<file path="config.mk">
export PLATFORM = sky130hd
export DESIGN_NAME = riscv_fetch_unit_flat
export DESIGN_NICKNAME = d
export VERILOG_FILES = /design/src/rtl/riscv_fetch_unit_if.sv /design/src/rtl/riscv_fetch_unit.sv /design/src/flat_wrapper.sv
export SDC_FILE = /design/constraint.sdc
export NUM_CORES = 1
export LEC_CHECK = 0
export ABC_AREA = 1
export CORE_MARGIN = 2
export CORE_UTILIZATION = 51
export CTS_CLUSTER_SIZE = 20
export DETAILED_ROUTE_END_ITERATION = 8
export PLACE_DENSITY = 0.76
export SLEW_MARGIN = 10
export SYNTH_ARGS = -nofsm -noshare
export SYNTH_HDL_FRONTEND = slang
export SYNTH_SLANG_ARGS = --single-unit
</file>
<file path="constraint.sdc">
create_clock -name clk -period 4.25 [get_ports clk]
set_input_delay 0.85 -clock clk [delete_from_list [all_inputs] [get_ports clk]]
set_output_delay 0.85 -clock clk [all_outputs]
set_load 0.01 [all_outputs]
</file>
<file path="src/rtl/riscv_fetch_unit_if.sv">
// Signal bundle for the fetch unit: instruction-memory request/response, core redirect
// and the instruction handshake. master = fetch unit, slave = memory/core side.
interface riscv_fetch_unit_if #(
   parameter int XLEN = 32
);
   logic            mem_req_valid;
   logic            mem_req_ready;
   logic [XLEN-1:0] mem_req_addr;
   logic            mem_resp_valid;
   logic [XLEN-1:0] mem_resp_data;
   logic            redirect;
   logic [XLEN-1:0] redirect_pc;
   logic            instr_valid;
   logic            instr_ready;
   logic [XLEN-1:0] instruction;
   logic [XLEN-1:0] instr_addr;
   logic            exception;

   modport master (
      output mem_req_valid, mem_req_addr, instr_valid, instruction, instr_addr, exception,
      input  mem_req_ready, mem_resp_valid, mem_resp_data, redirect, redirect_pc, instr_ready
   );

   modport slave (
      input  mem_req_valid, mem_req_addr, instr_valid, instruction, instr_addr, exception,
      output mem_req_ready, mem_resp_valid, mem_resp_data, redirect, redirect_pc, instr_ready
   );
endinterface

</file>
<file path="src/rtl/riscv_fetch_unit.sv">
// RV32I fetch/prefetch stage: issues word-aligned fetches, buffers in-order responses in a
// small FIFO and hands {instruction, pc} to the core; redirects flush and squash in-flight data.
module riscv_fetch_unit #(
   parameter int              XLEN     = 32,
   parameter int              DEPTH    = 4,
   parameter logic [XLEN-1:0] RESET_PC = '0
) (
   input  logic               clk,
   input  logic               rst,
   riscv_fetch_unit_if.master bus
);
   localparam int PW = $clog2(DEPTH);
   localparam int CW = PW + 1;
   localparam int OW = CW + 1;

   logic [XLEN-1:0] r_fetchPc;
   logic [XLEN-1:0] r_pcTag;
   logic [CW-1:0]   r_count;
   logic [CW-1:0]   r_inflight;
   logic [CW-1:0]   r_drop;
   logic [PW-1:0]   r_rdPtr;
   logic [PW-1:0]   r_wrPtr;
   logic            r_exception;
   logic [XLEN-1:0] r_fifoInstr [DEPTH];
   logic [XLEN-1:0] r_fifoAddr  [DEPTH];

   logic            w_valid;
   logic            w_reqFire;
   logic            w_respIn;
   logic            w_push;
   logic            w_pop;
   logic [OW-1:0]   w_occupancy;

   // FIFO slots are reserved at request time, so a full FIFO plus outstanding fetches never overflows.
   assign w_occupancy       = {1'b0, r_count} + {1'b0, r_inflight};
   assign bus.mem_req_valid = !rst && !bus.redirect && !r_exception && (w_occupancy < OW'(DEPTH));
   assign bus.mem_req_addr  = r_fetchPc;
   assign w_reqFire         = bus.mem_req_valid && bus.mem_req_ready;

   // A response with nothing outstanding is ignored so the counters cannot underflow.
   assign w_respIn = bus.mem_resp_valid && (r_inflight != '0);
   assign w_push   = w_respIn && (r_drop == '0) && !bus.redirect;
   assign w_valid  = (r_count != '0);
   assign w_pop    = w_valid && bus.instr_ready && !bus.redirect;

   assign bus.instr_valid = w_valid;
   assign bus.instruction = w_valid ? r_fifoInstr[r_rdPtr] : '0;
   assign bus.instr_addr  = w_valid ? r_fifoAddr[r_rdPtr]  : '0;
   assign bus.exception   = r_exception;

   always_ff @(posedge clk) begin
      if (rst) begin
         r_fetchPc   <= RESET_PC;
         r_pcTag     <= RESET_PC;
         r_count     <= '0;
         r_inflight  <= '0;
         r_drop      <= '0;
         r_rdPtr     <= '0;
         r_wrPtr     <= '0;
         r_exception <= 1'b0;
      end else if (bus.redirect) begin
         // Everything still outstanding after this edge belongs to the old path.
         r_fetchPc   <= bus.redirect_pc;
         r_pcTag     <= bus.redirect_pc;
         r_count     <= '0;
         r_rdPtr     <= '0;
         r_wrPtr     <= '0;
         r_inflight  <= r_inflight - CW'(w_respIn);
         r_drop      <= r_inflight - CW'(w_respIn);
         r_exception <= |bus.redirect_pc[1:0];
      end else begin
         if (w_reqFire) begin
            r_fetchPc <= r_fetchPc + XLEN'(4);
         end
         r_inflight <= r_inflight + CW'(w_reqFire) - CW'(w_respIn);
         if (w_respIn && (r_drop != '0)) begin
            r_drop <= r_drop - CW'(1);
         end
         if (w_push) begin
            r_pcTag <= r_pcTag + XLEN'(4);
            r_wrPtr <= r_wrPtr + PW'(1);
         end
         if (w_pop) begin
            r_rdPtr <= r_rdPtr + PW'(1);
         end
         r_count <= r_count + CW'(w_push) - CW'(w_pop);
      end
   end

   always_ff @(posedge clk) begin
      if (w_push) begin
         r_fifoInstr[r_wrPtr] <= bus.mem_resp_data;
         r_fifoAddr[r_wrPtr]  <= r_pcTag;
      end
   end

   a_respHasRequest: assert property (@(posedge clk) disable iff (rst)
      bus.mem_resp_valid |-> (r_inflight != '0));
endmodule

</file>
<file path="src/flat_wrapper.sv">
// flat-port wrapper written by rule: the top's interface ports become plain ports
module riscv_fetch_unit_flat 
#(
   parameter int              XLEN     = 32,
   parameter int              DEPTH    = 4,
   parameter logic [XLEN-1:0] RESET_PC = '0
)
  (clk, rst, bus_mem_req_valid, bus_mem_req_addr, bus_instr_valid, bus_instruction, bus_instr_addr, bus_exception, bus_mem_req_ready, bus_mem_resp_valid, bus_mem_resp_data, bus_redirect, bus_redirect_pc, bus_instr_ready);
  riscv_fetch_unit_if #(.XLEN(XLEN)) bus_i ();
  input  logic clk;
  input  logic rst;
  output wire logic [$bits(bus_i.mem_req_valid)-1:0] bus_mem_req_valid;
  output wire logic [$bits(bus_i.mem_req_addr)-1:0] bus_mem_req_addr;
  output wire logic [$bits(bus_i.instr_valid)-1:0] bus_instr_valid;
  output wire logic [$bits(bus_i.instruction)-1:0] bus_instruction;
  output wire logic [$bits(bus_i.instr_addr)-1:0] bus_instr_addr;
  output wire logic [$bits(bus_i.exception)-1:0] bus_exception;
  input wire logic [$bits(bus_i.mem_req_ready)-1:0] bus_mem_req_ready;
  input wire logic [$bits(bus_i.mem_resp_valid)-1:0] bus_mem_resp_valid;
  input wire logic [$bits(bus_i.mem_resp_data)-1:0] bus_mem_resp_data;
  input wire logic [$bits(bus_i.redirect)-1:0] bus_redirect;
  input wire logic [$bits(bus_i.redirect_pc)-1:0] bus_redirect_pc;
  input wire logic [$bits(bus_i.instr_ready)-1:0] bus_instr_ready;
  assign bus_mem_req_valid = bus_i.mem_req_valid;
  assign bus_mem_req_addr = bus_i.mem_req_addr;
  assign bus_instr_valid = bus_i.instr_valid;
  assign bus_instruction = bus_i.instruction;
  assign bus_instr_addr = bus_i.instr_addr;
  assign bus_exception = bus_i.exception;
  assign bus_i.mem_req_ready = bus_mem_req_ready;
  assign bus_i.mem_resp_valid = bus_mem_resp_valid;
  assign bus_i.mem_resp_data = bus_mem_resp_data;
  assign bus_i.redirect = bus_redirect;
  assign bus_i.redirect_pc = bus_redirect_pc;
  assign bus_i.instr_ready = bus_instr_ready;
  riscv_fetch_unit #(.XLEN(XLEN), .DEPTH(DEPTH), .RESET_PC(RESET_PC)) u_core (.clk(clk), .rst(rst), .bus(bus_i));
endmodule
</file>
* Yosys cells after proc, flatten, opt, wreduce, memory -nomap -nowiden *
Memories as Yosys holds them, arrays and structs flattened. A register that Yosys moved wholly into a read port is not among the register bits.
Index checks and enable logic that the tools add are counted.
W data, S select, Z words.

word-level totals
  bits in registers = 78
  bits in writable memories = 256
  output and inout bits = 99
  word-level logic and storage cells = 59
  memories kept = 2

memories
  memory              words  bits a word  rd ports  clocked after Yosys merged registers in  write ports  RTL line                source
  u_core.r_fifoAddr   4      32           1         1                                        1            riscv_fetch_unit.sv:25  logic [XLEN-1:0] r_fifoAddr [DEPTH];
  u_core.r_fifoInstr  4      32           1         1                                        1            riscv_fetch_unit.sv:24  logic [XLEN-1:0] r_fifoInstr [DEPTH];

cells by class
  add/sub/neg operators = 11
  magnitude comparators = 1
  mux-type cells = 15
  reductions and logical operators = 22

operators with widths
  cell                     count
  $mux W32                 6
  $add A32 B3 Y32 const B  2
  $logic_and A1 B1 Y1      10
  $mux W3                  3
  $reduce_bool A3 Y1       3
  $sub A3 B1 Y3            3
  $mux W2                  4
  $add A3 B1 Y3            2
  $reduce_bool A2 Y1       3
  $add A2 B1 Y2 const B    2
  $add A3 B3 Y4            1
  $lt A4 B3 Y1 const B     1
  $reduce_or A2 Y1         2
  $logic_not A1 Y1         3
  $logic_not A3 Y1         1
  $sub A3 B1 Y3 const B    1
  $mux W1                  2

* Longest topological paths before layout *
  depth in word-level cells = 8
  gate-level depth with buffers = 13
  gate-level depth less buffers = 12

* Least setup slack after synthesis *
OpenSTA, ideal clock, no wires.

  path kind = input to register
  from = input port bus_mem_resp_valid
  to = memory u_core.r_fifoAddr[0][0], enable pin
  library setup time = 0.486 ns
  arrival = 4.027 ns
  required time = 3.764 ns
  path slack = -0.263 ns
  stages on the path = 4
  cells stage by stage = nand3_1 > nor2_2 > inv_2 > nor2_1

on the way
  longest elaborated chain between the ends = 5

RTL lines
  what                               RTL line                source
  start: declaration                 flat_wrapper.sv:19      input wire logic [$bits(bus_i.mem_resp_valid)-1:0] bus_mem_resp_valid;
  $logic_and A1 B1 Y1                riscv_fetch_unit.sv:41  assign w_respIn = bus.mem_resp_valid && (r_inflight != '0);
  $logic_and A1 B1 Y1 (2 in series)  riscv_fetch_unit.sv:42  assign w_push = w_respIn && (r_drop == '0) && !bus.redirect;
  $mux W1                            riscv_fetch_unit.sv:91  if (w_push) begin
  $mux W1 (not written as such)      riscv_fetch_unit.sv:93  r_fifoAddr[r_wrPtr] <= r_pcTag;
  end: declaration                   riscv_fetch_unit.sv:25

No other way between the ends.

==> metrics <==
status=finished clean; Slew HR=42.5%; Gate power share=10.6%; sequential share of power=49.9%; Hold Crit Endpoint=u_core.bus.mem_req_addr[1]; post-synth top area share=51.4%; Crit-path slowest cell=clkdlybuf4s50_1; first-pass GRT wire length=59100 µm; DR iter-0 viols=948; P&R area growth vs syn=22.0%; post-route cell area=18200 µm²; leakage=6.51 nW; r2r worst-path depth=12; start point of the worst hold path=u_core.bus.mem_req_addr[1]; critical path cell sequence=inv_2, buf_12, o21ai_0, a21oi_1, clkdlybuf4s50_1; # diodes=0; Cell Area, Synth=15000 µm²; Final Util=63.4%; Yosys reg bits=336; fillcell total=2319; largest net degree at the start of global routing=129; reg-to-reg endpoint=u_core.r_inflight[2]; Placement Cell Area=17100 µm²; crit share post-route=82.9%; # IOs=169; DP HPWL=23300 µm; Final Max Slew Viols=0; TritonCTS Buffers=35; RSZ-0062 raised after global routing=no; RR Startpoint=u_core.r_inflight[1]; Global Route Usage Sum=24.3%; Port Buffers=168; synth top area cells=edfxtp_1 51%, dfxtp_1 11%, nor2_1 9.9%; post-synthesis sequential area ratio=62.1%; Final Power=7.63 mW; # hold bufs at CTS=0; drt total wl=37500 µm; Synth area leader=edfxtp_1; Rows=62; worst path buffer plus inverter count=3; fin nets=1852; Vias/cell=5.43; hold crit path type=reg2reg; Final ANT Viol Nets=0; Post-synth top cells=396 x nor2_1, 273 x nand2_1, 256 x edfxtp_1; Setup violations, final=0; CTS tree=done; drt drc=0; Critical Path RT=3400 ps; routed via count=11800; crit-path max FO=98; Ys Warns=0; ys async rst share=0%; worst reg-to-reg setup slack=1850 ps; Data arrival, critical path=2670 ps; cell-internal power=5.81 mW; worst-skew pair later-pin latency=520 ps; Top delay family on crit path=buffers and inverters; number of enable flip-flop cells after synthesis=256; vias in the first global route=11500; initial antenna violation count=0; initial core utilization=52.0%; clock tree buffer depth=3; clock skew=23.0 ps; die width=175 µm; worst stage delay on the critical path=610 ps; Max Freq=0.284 GHz; crit end category=output port; pwr/cell area=418 nW/µm²; Final Hold Viols=0; Main synth FF type=edfxtp_1; distinct cell type count of the synthesized netlist=39; DIE AREA=30700 µm²; Worst-path clk slew=60 ps; Clock power frac=39.5%; core outline area=28800 µm²; 1st-pass router iterations=7; setup bufs post-CTS=0; switching part of the total=23.8%; CP Launch Type=register; Post-Synthesis Cells=1606; routability cong.=0.968; share of cells above drive strength 1=5.36%; Syn Area/Cell=9.31 µm²; post-route minimum period=3520 ps; grt total ovfl=0; worst-margin pin slew=863 ps; Net Switching=1.82 mW; critical path class=reg2out; post-CTS resize count=0; Mapped Nets=1694; most numerous cell in the Yosys netlist=nor2_1; Avg WL per Cell=17.2 µm; Root Driver=clkbuf_16; hold depth=2; Worst IR Drop VDD=0.230 mV; Die Ht=175 µm; Max-Cap Viols=0; # H-tree levels=2; CTS sink cnt=336
-- state kept, by name, indices dropped and copies added (netlist names), named ones only --
signal	count
u_core.r_rdPtr	2
u_core.r_fifoAddr	128
u_core.r_inflight	3
u_core.r_count	3
u_core.r_pcTag	32
u_core.r_drop	3
u_core.bus.exception	1
u_core.r_fifoInstr	128
u_core.r_wrPtr	2
u_core.bus.mem_req_addr	32
-- worst register-to-register path, cell delays in order (launching register included) --
cell and delay (ps):
dfxtp_1 340, inv_1 150, nand3_1 130, nand2_1 80, inv_1 50, ha_1 300, inv_1 50, ha_1 210
fa_1 390, xor2_1 160, or2_2 270, nand3_1 70, a21oi_1 60
-- routing by layer --
layer / GRT usage [%] / share of wire, % / wire length (µm) / vias up
met5: 0 / 0 / 0 / -
met4: 7.60 / 2.6 / 956 / 0
met3: 3.89 / 7.3 / 2720 / 61
met2: 39.8 / 47 / 17500 / 446
met1: 33.3 / 43 / 16300 / 5589
li1: - / - / - / 5715
-- cell usage in the layout, fill, tap and decap left out, types with 4 or more instances in the layout --
cell type	netlist	routed
nor2_1	396	392
o21ai_0	168	168
inv_1	91	90
clkdlybuf4s50_1	0	168
clkbuf_1	43	7
nand2_1	273	273
nand4_1	4	4
edfxtp_1	256	256
or2_2	4	4
clkbuf_16	0	36
inv_2	4	5
xnor2_1	6	6
ha_1	16	16
nand3_1	61	61
clkinv_2	0	4
buf_12	0	6
xor2_1	11	11
o21ai_1	5	5
clkinv_1	2	8
a31oi_1	7	7
nor2_4	3	7
dfxtp_1	80	78
nand3b_1	10	10
buf_4	2	15
a21oi_1	119	119
-- through the flow --
stage	setup WS (ps)	std cells	hold WS, ps	setup TNS (ps)
3_5_place_dp	916	2111	456	0
2_1_floorplan	-263	1606	436	-67360
6_report	727	2174	462	0
5_1_grt	576	2174	485	0
3_3_place_gp	945	2111	440	0
4_1_cts	702	2174	466	0
-- worst max path at each step --
stage	start	end	slack, ps	cells after the start
2_1_floorplan	bus_mem_resp_valid	u_core.r_fifoAddr[0][0]	-260	4
3_3_place_gp	bus_redirect	bus_mem_req_valid	940	5
3_5_place_dp	bus_redirect	bus_mem_req_valid	920	5
4_1_cts	register	bus_instr_addr[14]	700	5
5_1_grt	register	bus_instr_addr[4]	580	5
6_report	register	bus_instr_addr[14]	730	5
-- area by class of cell --
type,instances,area [µm²],area share [%]
flip-flops and latches,336,9290,50.9
clock buffers,46,968,5.31
inverters,97,364,2.00
clock inverters,17,173,0.946
repair buffers,189,1910,10.5
multi-input cells,1105,5050,27.7
well taps,384,480,2.63
-- kinds of logic after synthesis --
logic type      synth area share, %
fa+ha+maj                      1.61
compound gates                 10.5
flops                          62.1
xor+xnor                      0.996
simple gates                   20.4
buf+inv                        4.34
-- power groups by stage --
| stage | combinational, mW | clock, mW | sequential, mW |
|---|---|---|---|
| after floorplan | 0.447 | 0 | 3.84 |
| after global placement | 0.783 | 0 | 3.86 |
| after detailed placement | 0.807 | 0 | 3.87 |
| after CTS | 0.813 | 3.05 | 3.80 |
| after global routing | 0.906 | 3.18 | 3.82 |
| final | 0.811 | 3.01 | 3.80 |
Note: power is estimated with default switching activity, not from simulation.
